`config.mk`:
```
export PLATFORM = sky130hd
export DESIGN_NAME = regfile_wport_arbiter
export DESIGN_NICKNAME = d
export VERILOG_FILES = /design/src/rtl/regfile_wport_arbiter.sv
export SDC_FILE = /design/constraint.sdc
export NUM_CORES = 1
export LEC_CHECK = 0
export CORE_AREA = 2 2 142 144
export DETAILED_ROUTE_END_ITERATION = 16
export DIE_AREA = 0 0 144 146
export PLACE_DENSITY_LB_ADDON = 0.2
export SYNTH_ARGS = -nofsm -noshare
export SYNTH_HDL_FRONTEND = slang
export SYNTH_SLANG_ARGS = --single-unit
```
`constraint.sdc`:
```
create_clock -name clk -period 2.6 [get_ports clk]
set_clock_uncertainty 0.2 [all_clocks]
set_input_delay 0.52 -clock clk [delete_from_list [all_inputs] [get_ports clk]]
set_output_delay 0.52 -clock clk [all_outputs]
set_load 0.05 [all_outputs]
```
`src/rtl/regfile_wport_arbiter.sv`:
```
// regfile_wport_arbiter: arbitrates the register file's single write port
// between pipeline writeback and the muldiv unit. It also keeps a pending
// scoreboard of in-flight muldiv destinations so that decode stalls on
// RAW/WAW hazards.
module regfile_wport_arbiter #(
  parameter int STARVE_MAX = 4
) (
  input  logic        clk,
  input  logic        rst_n,
  input  logic        wb_valid,
  input  logic [4:0]  wb_rd,
  input  logic [31:0] wb_data,
  output logic        wb_stall,
  input  logic        md_issue_valid,
  input  logic [4:0]  md_issue_rd,
  input  logic        md_valid,
  input  logic [4:0]  md_rd,
  input  logic [31:0] md_data,
  output logic        md_ready,
  input  logic [4:0]  dec_rs1,
  input  logic [4:0]  dec_rs2,
  input  logic [4:0]  dec_rd,
  output logic        issue_stall,
  output logic        we3,
  output logic [4:0]  ad3,
  output logic [31:0] wd3
);

  typedef enum logic [1:0] {IDLE, WAIT, FORCE} state_t;

  state_t      state, state_next;
  logic [4:0]  hold_rd;
  logic [31:0] hold_data;
  logic [3:0]  wait_cnt, wait_cnt_next;
  logic [31:1] pending, pending_next;
  logic [31:0] pending_vec;

  logic        accept;
  logic        wb_sel;
  logic        hold_sel;
  logic [4:0]  src_rd;
  logic [31:0] src_data;

  // The hold register only takes a new result from IDLE. Outputs are gated
  // while reset is low, so md_ready stays 0 during reset.
  assign md_ready = rst_n && (state == IDLE);
  assign accept   = md_valid && md_ready;

  // Write-port mux: FORCE beats writeback, writeback beats a waiting hold.
  always_comb begin
    wb_sel   = 1'b0;
    hold_sel = 1'b0;
    wb_stall = 1'b0;
    src_rd   = 5'd0;
    src_data = 32'd0;
    if (state == FORCE) begin
      hold_sel = 1'b1;
      wb_stall = 1'b1;
      src_rd   = hold_rd;
      src_data = hold_data;
    end else if (wb_valid) begin
      wb_sel   = 1'b1;
      src_rd   = wb_rd;
      src_data = wb_data;
    end else if (state == WAIT) begin
      hold_sel = 1'b1;
      src_rd   = hold_rd;
      src_data = hold_data;
    end
  end

  // A source targeting x0 is consumed, but nothing is written to the port.
  assign we3 = rst_n && (wb_sel || hold_sel) && (src_rd != 5'd0);
  assign ad3 = we3 ? src_rd : 5'd0;
  assign wd3 = we3 ? src_data : 32'd0;

  // Next-state logic: a held result drains when granted. After losing
  // STARVE_MAX rounds, it is forced through for one cycle.
  always_comb begin
    state_next    = state;
    wait_cnt_next = wait_cnt;
    case (state)
      IDLE: begin
        if (accept) begin
          state_next    = WAIT;
          wait_cnt_next = 4'd0;
        end
      end
      WAIT: begin
        if (hold_sel) begin
          state_next = IDLE;
        end else begin
          wait_cnt_next = wait_cnt + 4'd1;
          if (wait_cnt == 4'(STARVE_MAX - 1)) begin
            state_next = FORCE;
          end
        end
      end
      FORCE: begin
        state_next = IDLE;
      end
      default: begin
        state_next = IDLE;
      end
    endcase
  end

  // FSM state, starvation counter and hold register.
  always_ff @(posedge clk or negedge rst_n) begin
    if (!rst_n) begin
      state     <= IDLE;
      wait_cnt  <= 4'd0;
      hold_rd   <= 5'd0;
      hold_data <= 32'd0;
    end else begin
      state    <= state_next;
      wait_cnt <= wait_cnt_next;
      if (accept) begin
        hold_rd   <= md_rd;
        hold_data <= md_data;
      end
    end
  end

  // Scoreboard update: an issue sets the bit and a draining hold clears it.
  // If both hit the same register, the set wins.
  always_comb begin
    pending_next = pending;
    for (int i = 1; i < 32; i++) begin
      pending_next[i] = (md_issue_valid && (md_issue_rd == 5'(i))) ||
                        (pending[i] && !(hold_sel && (hold_rd == 5'(i))));
    end
  end

  // Pending scoreboard register. x0 never has a bit.
  always_ff @(posedge clk or negedge rst_n) begin
    if (!rst_n) begin
      pending <= '0;
    end else begin
      pending <= pending_next;
    end
  end

  // Bit 0 is tied low, so x0 operands never stall decode.
  assign pending_vec = {pending, 1'b0};
  assign issue_stall = pending_vec[dec_rs1] | pending_vec[dec_rs2] | pending_vec[dec_rd];

endmodule

```
# Word-level counts from Yosys, hierarchy flattened
# Cells that the tools add are included.
totals:
  register_bits: 74
  latch_bits: 0
  ram_bits: 0
  mem_bits_ro: 0
  in_bits: 99
  out_inout_bits: 41
  n_memories: 0
classes:
  addsub: 1
  multipliers: 0
  n_div: 0
  n_lt_le_gt_ge: 3
  eq_ne: 68
  n_shift: 0
  mux: 27
  bitwise_logic: 2
  n_reduce_logical: 165
ops:
  columns: ["cell", "count"]
  rows:
  - ["$eq 5x5->1 const B", 32]
  - ["$mux 32", 4]
  - ["$logic_and 1x1->1", 97]
  - ["$eq 5x4->1 const B", 16]
  - ["$eq 5x3->1 const B", 8]
  - ["$logic_or 1x1->1", 32]
  - ["$logic_not 1->1", 31]
  - ["$eq 5x2->1 const B", 4]
  - ["$mux 5", 4]
  - ["$lt 5x6->1 const B", 3]
  - ["$bmux 1 s5", 3]
  - ["$eq 5x1->1 const B", 2]
  - ["$mux 1", 9]
  - ["$mux 4", 2]
  - ["$pmux 4 s2", 1]
  - ["$mux 2", 3]
  - ["$reduce_bool 5->1", 1]
  - ["$add 4x1->4 const B", 1]
  - ["$eq 4x2->1 const B", 1]
  - ["$ne 2x2->1 const B", 2]
  - ["$pmux 2 s2", 1]
  - ["$ne 3x2->1 const B", 1]
  - ["$reduce_and 3->1", 1]
  - ["$eq 2x1->1 const B", 1]
  - ["5 further kinds", 6]

# Longest topological paths before layout
depth:
  ltp_word: 8
  mapped_depth: 8

# Worst setup path before layout
# Ideal clock, no wire load.
synth_path:
  path_kind: "flip-flop to output port"
  from: "register state[0]"
  to: "output wd3[11]"
  arrival_time_ps: 2245
  path_slack_ps: -365
  path_stages_with_launch: 8
  cell_sequence: "dfrtp_1 > buf_2 > nand2b_1 > inv_1 > nor2_2 > clkbuf_1 > a22oi_1 > nor2_1"
synth_via:
  elab_chain_len: 8
  word_cells_on_any_way: 17
  classes_between: "2 x eq/ne; 11 x mux; 4 x reduce/logical"
synth_lines:
  columns: ["element", "line", "text"]
  rows:
  - ["start: declaration", "31", "state_t state, state_next;"]
  - ["start signal: assignment", "116", "state <= state_next;"]
  - ["parallel branches: the longest is 7 deep, another holds $mux 5", null, null]
  - ["$mux 32 *", "75", "assign wd3 = we3 ? src_data : 32'd0;"]
  - ["end: declaration", "26", "output logic [31:0] wd3"]
# Every way passes the cells marked *.

# Worst setup path in the final report
layout_path:
  from: "input wb_rd[1]"
  to: "output wd3[17]"
layout_via:
  elab_chain_len: 5
layout_lines:
  columns: ["element", "line", "text"]
  rows:
  - ["start: declaration", "11", "input logic [4:0] wb_rd,"]
  - ["$mux 5", "61", "end else if (wb_valid) begin"]
  - ["$mux 5", "56", "if (state == FORCE) begin"]
  - ["$reduce_bool 5->1", "73", "assign we3 = rst_n && (wb_sel || hold_sel) && (src_rd != 5'd0);"]
  - ["$logic_and 1x1->1", "73", null]
  - ["$mux 32", "75", null]
# Every way passes these cells.

==> key figures <==
Outcome
  • Status: complete, but fails checks
  • Failing checks: negative setup slack

Setup path
  • Most common cell on crit path: buf_6
  • Critical path peak fanout: 6
  • Worst EP required: 1.88 ns
  • Worst Setup End Kind: output pin
  • Crit-path slowest cell: or4_4
  • Setup CP Type: input pin to output pin
  • CP Launch Type: input pin
  • Crit-path cells: buf_6 > or4_4 > o21ai_4 > o22ai_2 > o21ai_4 > buf_6 > clkbuf_16 > nor2_4 > buf_6
  • Max stage delay on crit path: 0.55 ns
  • CP Data Arrival Time: 2.18 ns

STA
  • Slew @ Worst Pin: 0.489 ns
  • FMAX: 345 MHz
  • Slew HR: 67.3%
  • Final Setup Violations: 39
  • Final min period: 2.90 ns
  • Final Max Tran Viols: 0
  • Hold violation total from the final report: 0
  • Final worst setup slack: -0.302 ns
  • RSZ-0062 raised after global routing: true
  • Final cycle utilization of the critical path: 112%

Clocking
  • H-tree depth: 3
  • Clock buffer depth: 2
  • CTS tree: done
  • CTS clk-pin slew, worst paths: 0.06 ns
  • Root Buffer: clkbuf_16
  • Sinks on Clock Net: 74
  • Worst-skew pair later-pin latency: 0.33 ns
  • CTS Buf Count: 9

Finish
  • Area added between synthesis and finish: 68.7%
  • Share of layout cells above drive strength 1: 41.1%
  • Antenna cell count: 0
  • Final core occ: 38.4%
  • # nets final: 717
  • Filler Cells Inserted: 1919

GRT
  • Largest net degree at the start of global routing: 38
  • First-pass GRT wire length: 25300 um
  • Gr ovfl total: 0
  • Antenna violations before repair: 0
  • Vias in the first global route: 4588
  • GRT Overall Usage: 15.5%

Floorplanning
  • Die X: 144 um
  • Num ports: 140
  • Starting Density: 22.8%
  • Core Rows: 51
  • Core Region: 0.0193 mm2
  • Die Area: 0.0210 mm2
  • Die height: 146 um

Routing
  • Routed WL: 15900 um
  • Vias/cell: 4.85
  • Avg WL per Cell: 17.9 um
  • Via count: 4299
  • Antenna viol nets, final: 0
  • DRC: 0
  • Drt initial violations: 186
  • TritonRoute pass-1 iters: 5

Power
  • Pleak: 2.89 nW
  • VDD IR-drop max: 0.000332 V
  • Final total power: 0.00668 W
  • Pwr/cell area: 899 mW/mm2

Placed design
  • Final HPWL DP: 11900 um
  • Input/output buffers: 139
  • Routability cong.: 0.839

Logic synthesis
  • Register area share after synthesis: 42.0%
  • Synth area leaders: dfrtp_1, mux2_2, mux4_2
  • Most numerous cell in the Yosys netlist: dfrtp_1
  • Mapped Nets: 521
  • Post-synth ARST share: 100%
  • Top_reg_cell synth: dfrtp_1
  • Synth Instances: 421
  • Synth top area share: 42.0%
  • Library cells used by synthesis: 50
  • Leading area contributor after synthesis: dfrtp_1
  • Synthesis-stage register bit count: 74
  • Synth cell count leaders: dfrtp_1, nor2_1, mux2_2, o21ai_0, a22oi_1
  • Number of synthesized flops with an enable pin: 0
  • Synth Warn #: 0
  • Post-Syn Area: 0.00441 mm2
  • Mean Syn Cell Area: 10.5 um2

Hold path
  • Worst min path class: input pin to async pin

Flow run
  • Max_cap viols: 0
==> through the flow <==
stage	hold slack [ns]	instances	cell area [um2]	setup WS (ns)	setup TNS [ns]
finish	0.0594	886	7430	-0.302	-10.06
global route	0.106	886	7430	-0.348	-12.05
CTS	0.0767	887	7320	-0.319	-11.17
detailed placement	0.299	852	6620	-0.786	-31.22
global placement	0.294	852	6620	-0.741	-29.83
floorplan	0.0244	421	4640	-0.0981	-0.194
==> power by group <==
group	total, W	leakage (nW)	internal, W	switching (W)
Clock	0.00122	0.142	0.000761	0.000463
Sequential	0.00223	0.877	0.00172	0.000503
Combinational	0.00323	1.87	0.00162	0.00162
Total	0.00668	2.89	0.00410	0.00258
==> critical path: cells and delay by family <==
kind,cells,cell delay [ns]
simple gates,2,0.59
compound gates,3,0.49
buf+inv,4,0.56
==> per-layer routing <==
metal | vias up | track usage (%) | wire length [um]
li1 | 2004 | - | -
met1 | 2112 | 20.6 | 6960
met4 | 0 | 3.97 | 228
met3 | 16 | 4.54 | 1300
met5 | - | 0 | 0
met2 | 167 | 24.5 | 7390
==> flip-flops by register name (all words and copies together) (netlist names) <==
| name | flops |
|---|---|
| wait_cnt | 4 |
| state | 2 |
| hold_rd | 5 |
| pending | 31 |
| hold_data | 32 |
==> area by class of cell <==
class / instances / area (um2) / area share, %
multi-input combinational: 310 / 2740 / 36.9
timing repair buffer: 214 / 2190 / 29.4
sequential: 74 / 1850 / 24.9
tap: 265 / 332 / 4.46
clock buffer: 12 / 246 / 3.32
clock inverter: 3 / 40.0 / 0.539
inverter: 8 / 30.0 / 0.404
==> layout by cell type (no fill, tap or decap), types with 17 or more instances in the layout <==
master,Yosys,layout
buf_4,1,57
mux2_2,44,44
clkdlybuf4s50_1,0,83
nor2_4,0,27
a22oi_1,39,38
o21ai_0,44,44
mux4_2,17,17
dfrtp_1,74,74
buf_6,3,41
==> kinds of logic (layout without fill, tap and decap cells) <==
| logic type | after synthesis | count (layout) | synth area share (%) |
|---|---|---|---|
| compound gates | 129 | 129 | 19.5 |
| simple gates | 111 | 111 | 12.2 |
| mux | 68 | 68 | 21.5 |
| flops | 74 | 74 | 42.0 |
| buf+inv | 37 | 237 | 4.18 |
| xor+xnor | 1 | 1 | 0.199 |
| fa+ha+maj | 1 | 1 | 0.284 |
==> worst paths after layout <==
path                                     from  slack [ns]  cells after the start       endpoint
min in group clk                hold_data[22]        0.31                      1  hold_data[22]
max in group asynchronous               rst_n        1.53                      3   hold_data[7]
worst min register to register  hold_data[22]        0.31                      1  hold_data[22]
worst max register to register       state[0]        0.37                      5     hold_rd[0]
worst max-delay path                 wb_rd[1]       -0.30                      9        wd3[17]
worst min-delay path                    rst_n        0.06                      2  hold_data[31]
==> repair_timing <==
action / 4_1_cts / 5_1_grt
endpoints found under the setup margin: 39 / 39
pin swaps: 22 / 17
buffers inserted: 16 / 1
gates resized for setup: 100 / 37
hold endpoints to repair: 10 / 0
hold buffers: 1 / 0
cloned: 3 / 1
(Power assumes the default switching activity.)
